--- src/rtl/elev_timer.sv ---
// Shared travel/door down-counter for the elevator car model.
//   clk, RESET_n  : clock, async active-low reset (count clears to 0)
//   load_i        : load load_val_i (wins over decrement)
//   load_val_i    : reload value
//   dec_i         : decrement, saturating at 0
//   zero_o        : current count is 0
//   zero_next_o   : count after this edge will be 0
module elev_timer #(
    parameter int W = 3
) (
    input  logic         clk,
    input  logic         RESET_n,
    input  logic         load_i,
    input  logic [W-1:0] load_val_i,
    input  logic         dec_i,
    output logic         zero_o,
    output logic         zero_next_o
);

    localparam logic [W-1:0] ONE = W'(1);

    logic [W-1:0] cnt_q, cnt_d;

    always_comb begin
        cnt_d = cnt_q;
        if (load_i) begin
            cnt_d = load_val_i;
        end else if (dec_i && (cnt_q != '0)) begin
            cnt_d = cnt_q - ONE;
        end
    end

    always_ff @(posedge clk or negedge RESET_n) begin
        if (!RESET_n) cnt_q <= '0;
        else          cnt_q <= cnt_d;
    end

    assign zero_o      = (cnt_q == '0);
    assign zero_next_o = (cnt_d == '0);

endmodule

--- config.mk ---
export PLATFORM = sky130hd
export DESIGN_NAME = elev_timer
export DESIGN_NICKNAME = d
export VERILOG_FILES = /design/src/rtl/elev_timer.sv
export SDC_FILE = /design/constraint.sdc
export NUM_CORES = 1
export LEC_CHECK = 0
export ABC_AREA = 1
export BUFFER_PORTS_ARGS = -buffer_cell sky130_fd_sc_hd__buf_2
export CAP_MARGIN = 20
export CELL_PAD_IN_SITES_DETAIL_PLACEMENT = 1
export CELL_PAD_IN_SITES_GLOBAL_PLACEMENT = 2
export CORE_AREA = 10 10 47 49
export DETAILED_ROUTE_END_ITERATION = 10
export DIE_AREA = 0 0 57 59
export GPL_ROUTABILITY_DRIVEN = 0
export HOLD_SLACK_MARGIN = 0.12
export PLACE_DENSITY = 0.59
export SYNTH_ARGS = -nofsm -noshare
export SYNTH_HDL_FRONTEND = slang
export SYNTH_SLANG_ARGS = --single-unit
--- constraint.sdc ---
create_clock -name clk -period 3.5 [get_ports clk]
set_clock_uncertainty 0.15 [all_clocks]
set_input_delay 0.525 -clock clk [delete_from_list [all_inputs] [get_ports clk]]
set_output_delay 0.525 -clock clk [all_outputs]
set_load 0.02 [all_outputs]
Word-level counts from Yosys, hierarchy flattened --
Index checks and enable logic that the tools add are counted.
Word-level totals: register bits 3, bits of input ports 7, output and inout bits 2, word-level logic and storage cells 8
Operators by class: add/sub/neg operators 1, mux-type cells 2, reductions and logical operators 4
Operators by type and width (number):
- 3-bit logical NOT | 2
- 3-bit two-way mux | 2
- 3-bit nonzero test | 1
- 3-bit by 1-bit subtractor with 3-bit output, second input constant | 1
- 1-bit logical AND | 1

Depth between registers and ports, before layout --
Gate-level depths: netlist of the first run.
depth after elaboration 5, mapped depth 9, mapped depth without buffers 9

Worst setup path after synthesis of the first run --
No wires, ideal clock.
kind reg-to-output, start reg cnt_q[0], end out zero_next_o, arrival time 1.158 ns, data required time 2.825 ns, slack 1.667 ns, stages on the path, launching flop included 10, buffers on the path 0, path through dfrtp_1 inv_1 ha_1 nand2_4 nand2_2 nand2_1 nand3_1 nand2_1 nand2_1 nor2_2
On the way: cells in the longest elaborated chain, start to end 5, elaborated cells on any way between the ends 6, those cells by class 1 x add/sub; 2 x mux; 3 x reduce/logical
Ends and longest elaborated chain:
- start, declared | RTL line 22 | logic [W-1:0] cnt_q, cnt_d;
- start signal, assigned | RTL line 35 | else cnt_q <= cnt_d;
- branches (longest 2 deep; another with 3-bit by 1-bit subtractor with 3-bit output)
- 3-bit two-way mux (*) | RTL line 28 | end else if (dec_i && (cnt_q != '0)) begin
- 3-bit two-way mux (*) | RTL line 26 | if (load_i) begin
- 3-bit logical NOT (*) | RTL line 39 | assign zero_next_o = (cnt_d == '0);
- end, declared | RTL line 17 | output logic zero_next_o
Mark *: on every way between the ends.

Worst setup path after layout of the first run --
start reg cnt_q[0], end out zero_next_o
On the way: cells in the longest elaborated chain, start to end 5, elaborated cells on any way between the ends 6, those cells by class 1 x add/sub; 2 x mux; 3 x reduce/logical
Ends and longest elaborated chain (RTL line):
- branches (longest 2 deep; another with 3-bit by 1-bit subtractor with 3-bit output)
- 3-bit two-way mux (*) | 28
- 3-bit two-way mux (*) | 26
- net cnt_d[2] | 22
- 3-bit logical NOT (*) | 39
Mark *: on every way through the listed nets, which the timed path passes.

==> impl_metrics.tcl, run 1 <==
set metrics [dict create \
    status "finished, final reports clean" \
    track_usage_pct 3.55 \
    crit_type "flop to output port" \
    required_ns 2.82 \
    stdcell_count 62 \
    grt_max_degree 7 \
    avgSynthCellArea_um2 7.13 \
    seq_area_frac_synth_pct 31.9 \
    power.density_nw_per_um2 425 \
    io_pins 9 \
    power.total_mw 0.141 \
    worstSetupStartpointType "flop" \
    netlist_area_um2 235 \
    post_cts_buffers 0 \
    wl_per_cell_um 9.18 \
    area_growth_pct 41.0 \
    finalSetupViolCount 0 \
    worst_setup_path_end_kind "output port" \
    setup_tns_ns 0 \
    initial_core_util_pct 16.8 \
    clkSinkCount 3 \
    grt_pass1_wl_um 903 \
    yosysWarnings 0 \
    std_cell_rows 14 \
    dpl.cell_count 57 \
    antenna_found_initial 0 \
    rsz0062_at_grt "false" \
    period_needed_ns 2.18 \
    firstDrtPassIters 2 \
    core_um2 1400 \
    largest_register "cnt_q" \
    h-tree-depth 1 \
    timing.fmax_mhz 458 \
    hold_class "input pin to flop" \
    cts_made_buffers 3 \
    initialDrtViolationCount 1 \
    tightest_slew_ns 0.124 \
    port_buffers 8 \
    die_height_um 59 \
    syn_inst 33 \
    crit_arrival_ns 1.51 \
    largest_reg_flops 3 \
    drc 0 \
    vias 237 \
    max_cap_violations 0 \
    n_antenna_cell 0 \
    ir_worst_vdd_mv 0.176 \
    cts_root_buffer "clkbuf_4" \
    clkSlewWorstSetupHoldPaths_ns 0.04 \
    layout-drive-gt1-share_pct 34.8 \
    insertion_delay_ns 0.23 \
    post_cts_resized 0 \
    ys_seq_elements 3 \
    drv_slew 0 \
    syn-num-nets 42 \
    die-area_um2 3360 \
    clock_path_buffers 2 \
    synthDistinctLibCells 12 \
    leakagePower_nw 0.202 \
    relSlewSlack_pct 91.7 \
    gr-total-overflow 0 \
    via_per_inst 3.82 \
    die_x_um 57 \
    ant_nets 0 \
    final_net_count 56 \
    grt_pass1_vias 244 \
    path_max_fanout 6 \
    dp_hpwl_um 467 \
    finalHoldViolations 0 \
    reg.largest.list "cnt_q x3" \
    cts_tree "yes" \
    period_share_pct 62.3 \
    wl_um 569 \
]
path summary, 6_finish.rpt:
check                         endpoint     startpoint  cells past startpoint  slack [ns]
max in group asynchronous     cnt_q[2]        RESET_n                      2        2.63
setup / recovery           zero_next_o       cnt_q[0]                      9        1.32
hold reg to reg               cnt_q[0]       cnt_q[0]                      4        0.44
setup reg to reg              cnt_q[2]       cnt_q[0]                      7        2.21
min in group asynchronous     cnt_q[0]        RESET_n                      2        0.46
hold / removal                cnt_q[2]  load_val_i[2]                      3        0.42
routing by layer:
| metal | part of all wire (%) | GRT usage (%) | up-vias |
|---|---|---|---|
| met5 | 0 | 0 | - |
| met4 | 3.3 | 4.03 | 0 |
| met3 | 6.7 | 1.72 | 2 |
| met2 | 46 | 4.96 | 7 |
| met1 | 44 | 3.57 | 103 |
| li1 | - | - | 125 |
power by group:
part           total [mW]  leakage, nW  switching, mW  internal, mW
clock              0.0614       0.0150         0.0187        0.0428
sequential         0.0416       0.0349        0.00244        0.0391
combinational      0.0380        0.153         0.0229        0.0151
total               0.141        0.202         0.0440        0.0970
kinds of logic after synthesis:
family	after synthesis	synth area share [%]
adder cells (fa/ha/maj)	2	10.6
flip-flops	3	31.9
buffers and inverters	8	13.8
AND/OR/NAND/NOR	20	43.6
repair_timing:
item	in CTS	in global routing
endpoints found under the setup margin	0	0
hold buffers	1	0
hold endpoints to repair	3	0
cells in the mapped netlist (all sizes together):
cell / count / area share, %
nand2: 10 / 20
inv: 8 / 14
nand3: 6 / 13
dfrtp: 3 / 32
ha: 2 / 11
or2: 2 / 5.3
nand4: 1 / 2.7
nor2: 1 / 2.7
cell type report:
cell class | count | area (µm²)
multi-input cells | 22 | 128
flip-flops and latches | 3 | 75.1
repair buffers | 9 | 50.0
well taps | 16 | 20.0
fillers | 188 | 1070
inverters | 8 | 32.5
clock buffers | 4 | 26.3
cells in the final DEF, fill, tap and decap left out, drive strengths merged:
master,n
buf,8
clkbuf,4
dfrtp,3
dlygate4sd3,1
ha,2
inv,8
nand2,10
nand3,6
nand4,1
nor2,1
or2,2
worst max-delay path, stage by stage, from the launching register on:
cell and delay [ns]:
dfrtp_1 0.36, inv_1 0.09, ha_1 0.20, nand2_4 0.08
nand3_1 0.07, nand2_1 0.05, nand3_1 0.06, nand2_1 0.09
nor2_2 0.11, buf_2 0.16
stage by stage:
step | setup slack [ns] | utilization [%] | hold WS [ns] | instance area, µm²
detailed placement | 1.55 | 21.1 | 0.172 | 295
finish | 1.32 | 23.7 | 0.419 | 332
CTS | 1.29 | 23.7 | 0.416 | 332
global placement | 1.55 | 21.1 | 0.173 | 295
floorplan | 1.67 | - | 0.0794 | 235
global route | 1.19 | 23.7 | 0.460 | 332
(Power assumes the default switching activity.)
==> run 2, diff against run 1 <==
- ABC_AREA: 1 -> 0
- PLACE_DENSITY: 0.59 -> 0.56
- clock period: 3.5 -> 1.92 ns (I/O delays scaled with it)
==> run 2 against run 1 <==
  * Worst hold slack worse by 0.27 ns
  * Critical endpoint unchanged
  * First-iteration DRC count stayed put
  * Synthesized cell count is 27% lower
  * Die area unchanged
  * Synthesized area decreased by 3.7%
  * Largest cell class unchanged
  * Register-to-register slack worse by 1.7 ns
  * Flip-flop and latch count is the same
  * Combinational power rose to 2.9 times the previous value
  * Cell area is 15% higher
  * The flow now finishes with violations (negative setup slack)
  * Critical path type unchanged
==> impl_metrics.tcl, run 2 <==
set metrics [dict create \
    synth.top_cell.area_share_pct 33.1 \
    n_fill_cell 174 \
    initial_core_util_pct 16.2 \
    track_usage_pct 3.76 \
    finalSetupViolCount 1 \
    cp_slowest_cell "dfrtp_1" \
    place_area_um2 287 \
    synthDistinctLibCells 15 \
    wl_um 642 \
    switching_share_pct 32.1 \
    multi_input_area_um2 173 \
    finalWorstSetupSlack_ns -0.0568 \
    yosysWarnings 0 \
    std_cell_rows 14 \
    path_max_fanout 5 \
    worst_setup_path_end_kind "output port" \
    p_sw_mw 0.0970 \
    die-area_um2 3360 \
    gr-total-overflow 0 \
    status "finished, violations left" \
    combPwrFrac_pct 36.9 \
    cts_tree "yes" \
    hold_depth 3 \
    grt_pass1_wl_um 952 \
    yosysTopAreaCell "dfrtp_1" \
    grt_max_degree 8 \
    violations "negative setup slack" \
    largest_register "cnt_q" \
    die_height_um 59 \
    antenna_found_initial 0 \
    die_x_um 57 \
    holdPathEnd "cnt_q[1]" \
    relSlewSlack_pct 88.7 \
    clkSinkCount 3 \
    p_int_mw 0.205 \
    synth_adder_area_share_pct 11.0 \
    wl_met2_um 377 \
    synthFlopType "dfrtp_1" \
    wl_per_cell_um 11.5 \
    area_growth_pct 68.0 \
    cts_root_buffer "clkbuf_4" \
    io_pins 9 \
    reg.largest.list "cnt_q x3" \
    synth_top_family_by_area "simple AND/OR/NAND/NOR gates" \
    hold_class "input pin to flop" \
    port_buffers 8 \
    regArea_um2 75.1 \
    p_clk_share_pct 36.9 \
    avgSynthCellArea_um2 9.44 \
    period_share_pct 103 \
    synth-simple-area-share_pct 28.2 \
    routed-wl-met3_um 49 \
    final_common_cell "buf_2" \
    period_needed_ns 1.98 \
    synth.area.mux_share_pct 4.42 \
    r2r_end "cnt_q[2]" \
    tightest_slew_ns 0.167 \
    insertion_delay_ns 0.23 \
    timing.fmax_mhz 506 \
    seq_area_frac_synth_pct 33.1 \
    wl_met1_um 199 \
    stdcell_count 56 \
    clkSlewWorstSetupHoldPaths_ns 0.04 \
    power.total_mw 0.302 \
    top_layer "met4" \
    synthArstFlopShare_pct 100 \
    critPathLaunch "cnt_q[1]" \
    path_buf_inv 2 \
    slowest_delay_ns 0.39 \
    n_antenna_cell 0 \
    worstSetupStartpointType "flop" \
    drv_slew 0 \
    rrSetupSlack_ns 0.56 \
    crit_type "flop to output port" \
    cts_made_buffers 3 \
    finalHoldViolations 0 \
    via_per_inst 4.07 \
    leakagePower_nw 0.182 \
    initialDrtViolationCount 1 \
    clock_path_buffers 2 \
    ir_worst_vdd_mv 0.307 \
    synth_compound_area_share_pct 18.2 \
    r2r-start "cnt_q[1]" \
    r2r_cells 6 \
    synth_commonest_cells "dfrtp_1 (3), inv_1 (3), nand2_1 (3)" \
    synth_edf_count 0 \
    largest_reg_flops 3 \
    path_cells "inv_2 > ha_4 > nand2b_4 > a211o_2 > nand3_2 > nor3_2 > buf_4" \
    pwr-share-seq_pct 26.1 \
    final_net_count 50 \
    dpl.cell_count 48 \
    critical_path.top_delay_family "flip-flops" \
    ant_nets 0 \
    crit_arrival_ns 1.54 \
    synth_xor_area_share_pct 0 \
    firstDrtPassIters 2 \
    fin_area_um2 380 \
    netlist_area_um2 226 \
    max_cap_violations 0 \
    syn-num-nets 33 \
    mostFrequentLayoutCells "buf_2 (7), buf_4 (4), nand2_1 (3), clkbuf_4 (3), dfrtp_1 (3)" \
    synthTopCellsByArea "dfrtp_1 (33%), ha_1 (11%), o21ai_2 (7.7%)" \
    required_ns 1.48 \
    core_um2 1400 \
    vias 228 \
    syn_inst 24 \
    rsz0062_at_grt "true" \
    ys_seq_elements 3 \
    grt_pass1_vias 241 \
    h-tree-depth 1 \
    setup_tns_ns -0.0568 \
    power.density_nw_per_um2 795 \
    dp_hpwl_um 455 \
    min-delay-start "load_val_i[1]" \
    layout-drive-gt1-share_pct 67.5 \
    drc 0 \
]
run 2: cell types whose count changed after synthesis, sizes merged:
cell    change
a211o       +1
a21oi       +1
a31o        +1
inv         -5
mux2i       +1
nand2       -6
nand2b      +1
nand3       -4
nand4       -1
nor2        +1
nor3        +1
o21ai       +2
or2         -2
run 2: repair_timing:
item,CTS,global route
gates resized for setup,7,2
hold buffers,1,0
hold endpoints to repair,3,0
buffers inserted,1,2
endpoints found under the setup margin,1,1
pin swaps,5,1
cloned,0,0
run 2: logic make-up after synthesis:
| group | Yosys count |
|---|---|
| DFF | 3 |
| and+or+nand+nor | 10 |
| AOI/OAI and AO/OA | 5 |
| muxes | 1 |
| buffers and inverters | 3 |
| adders and majority gates | 2 |
run 2: worst reg2reg max path, stage by stage, from the launching register on:
cell and delay, ns:
dfrtp_1 0.36, inv_2 0.08, ha_4 0.16, nand2_2 0.07, mux2i_2 0.22, o21ai_2 0.09
buf_4 0.13
run 2: how the worst max path moves through the flow:
stage	endpoint	cells after the start
after detailed placement	zero_next_o	7
final	zero_next_o	7
after CTS	zero_next_o	7
after global placement	zero_next_o	7
after global routing	zero_next_o	7
after floorplan	zero_next_o	6
run 2: layer usage:
metal / global-route usage (%) / up-vias
met5: 0 / -
met4: 5.03 / 0
met3: 1.93 / 2
met2: 6.82 / 6
met1: 2.26 / 107
li1: - / 113
run 2: through the flow:
stage | setup WS, ns | hold WS [ns] | utilization (%)
after CTS | -0.0677 | 0.136 | 25.5
final | -0.0568 | 0.146 | 27.1
after floorplan | 0.223 | -0.158 | -
after global placement | 0.0907 | -0.0639 | 20.4
after detailed placement | 0.0746 | -0.0647 | 20.4
after global routing | -0.138 | 0.172 | 27.1
run 2: area by class of cell:
| type | count | share of cell area [%] |
|---|---|---|
| clock buffer | 4 | 6.91 |
| inverter | 3 | 2.96 |
| sequential | 3 | 19.7 |
| tap | 16 | 5.26 |
| timing repair buffer | 12 | 19.7 |
| multi-input combinational | 18 | 45.4 |
run 2: power by group through the flow:
stage          combinational, mW  sequential [mW]  clock (mW)
2_1_floorplan             0.0573           0.0764           0
3_3_place_gp              0.0804           0.0775           0
3_5_place_dp              0.0800           0.0778           0
4_1_cts                    0.100           0.0780       0.119
5_1_grt                    0.125           0.0794       0.121
6_report                   0.112           0.0790       0.112
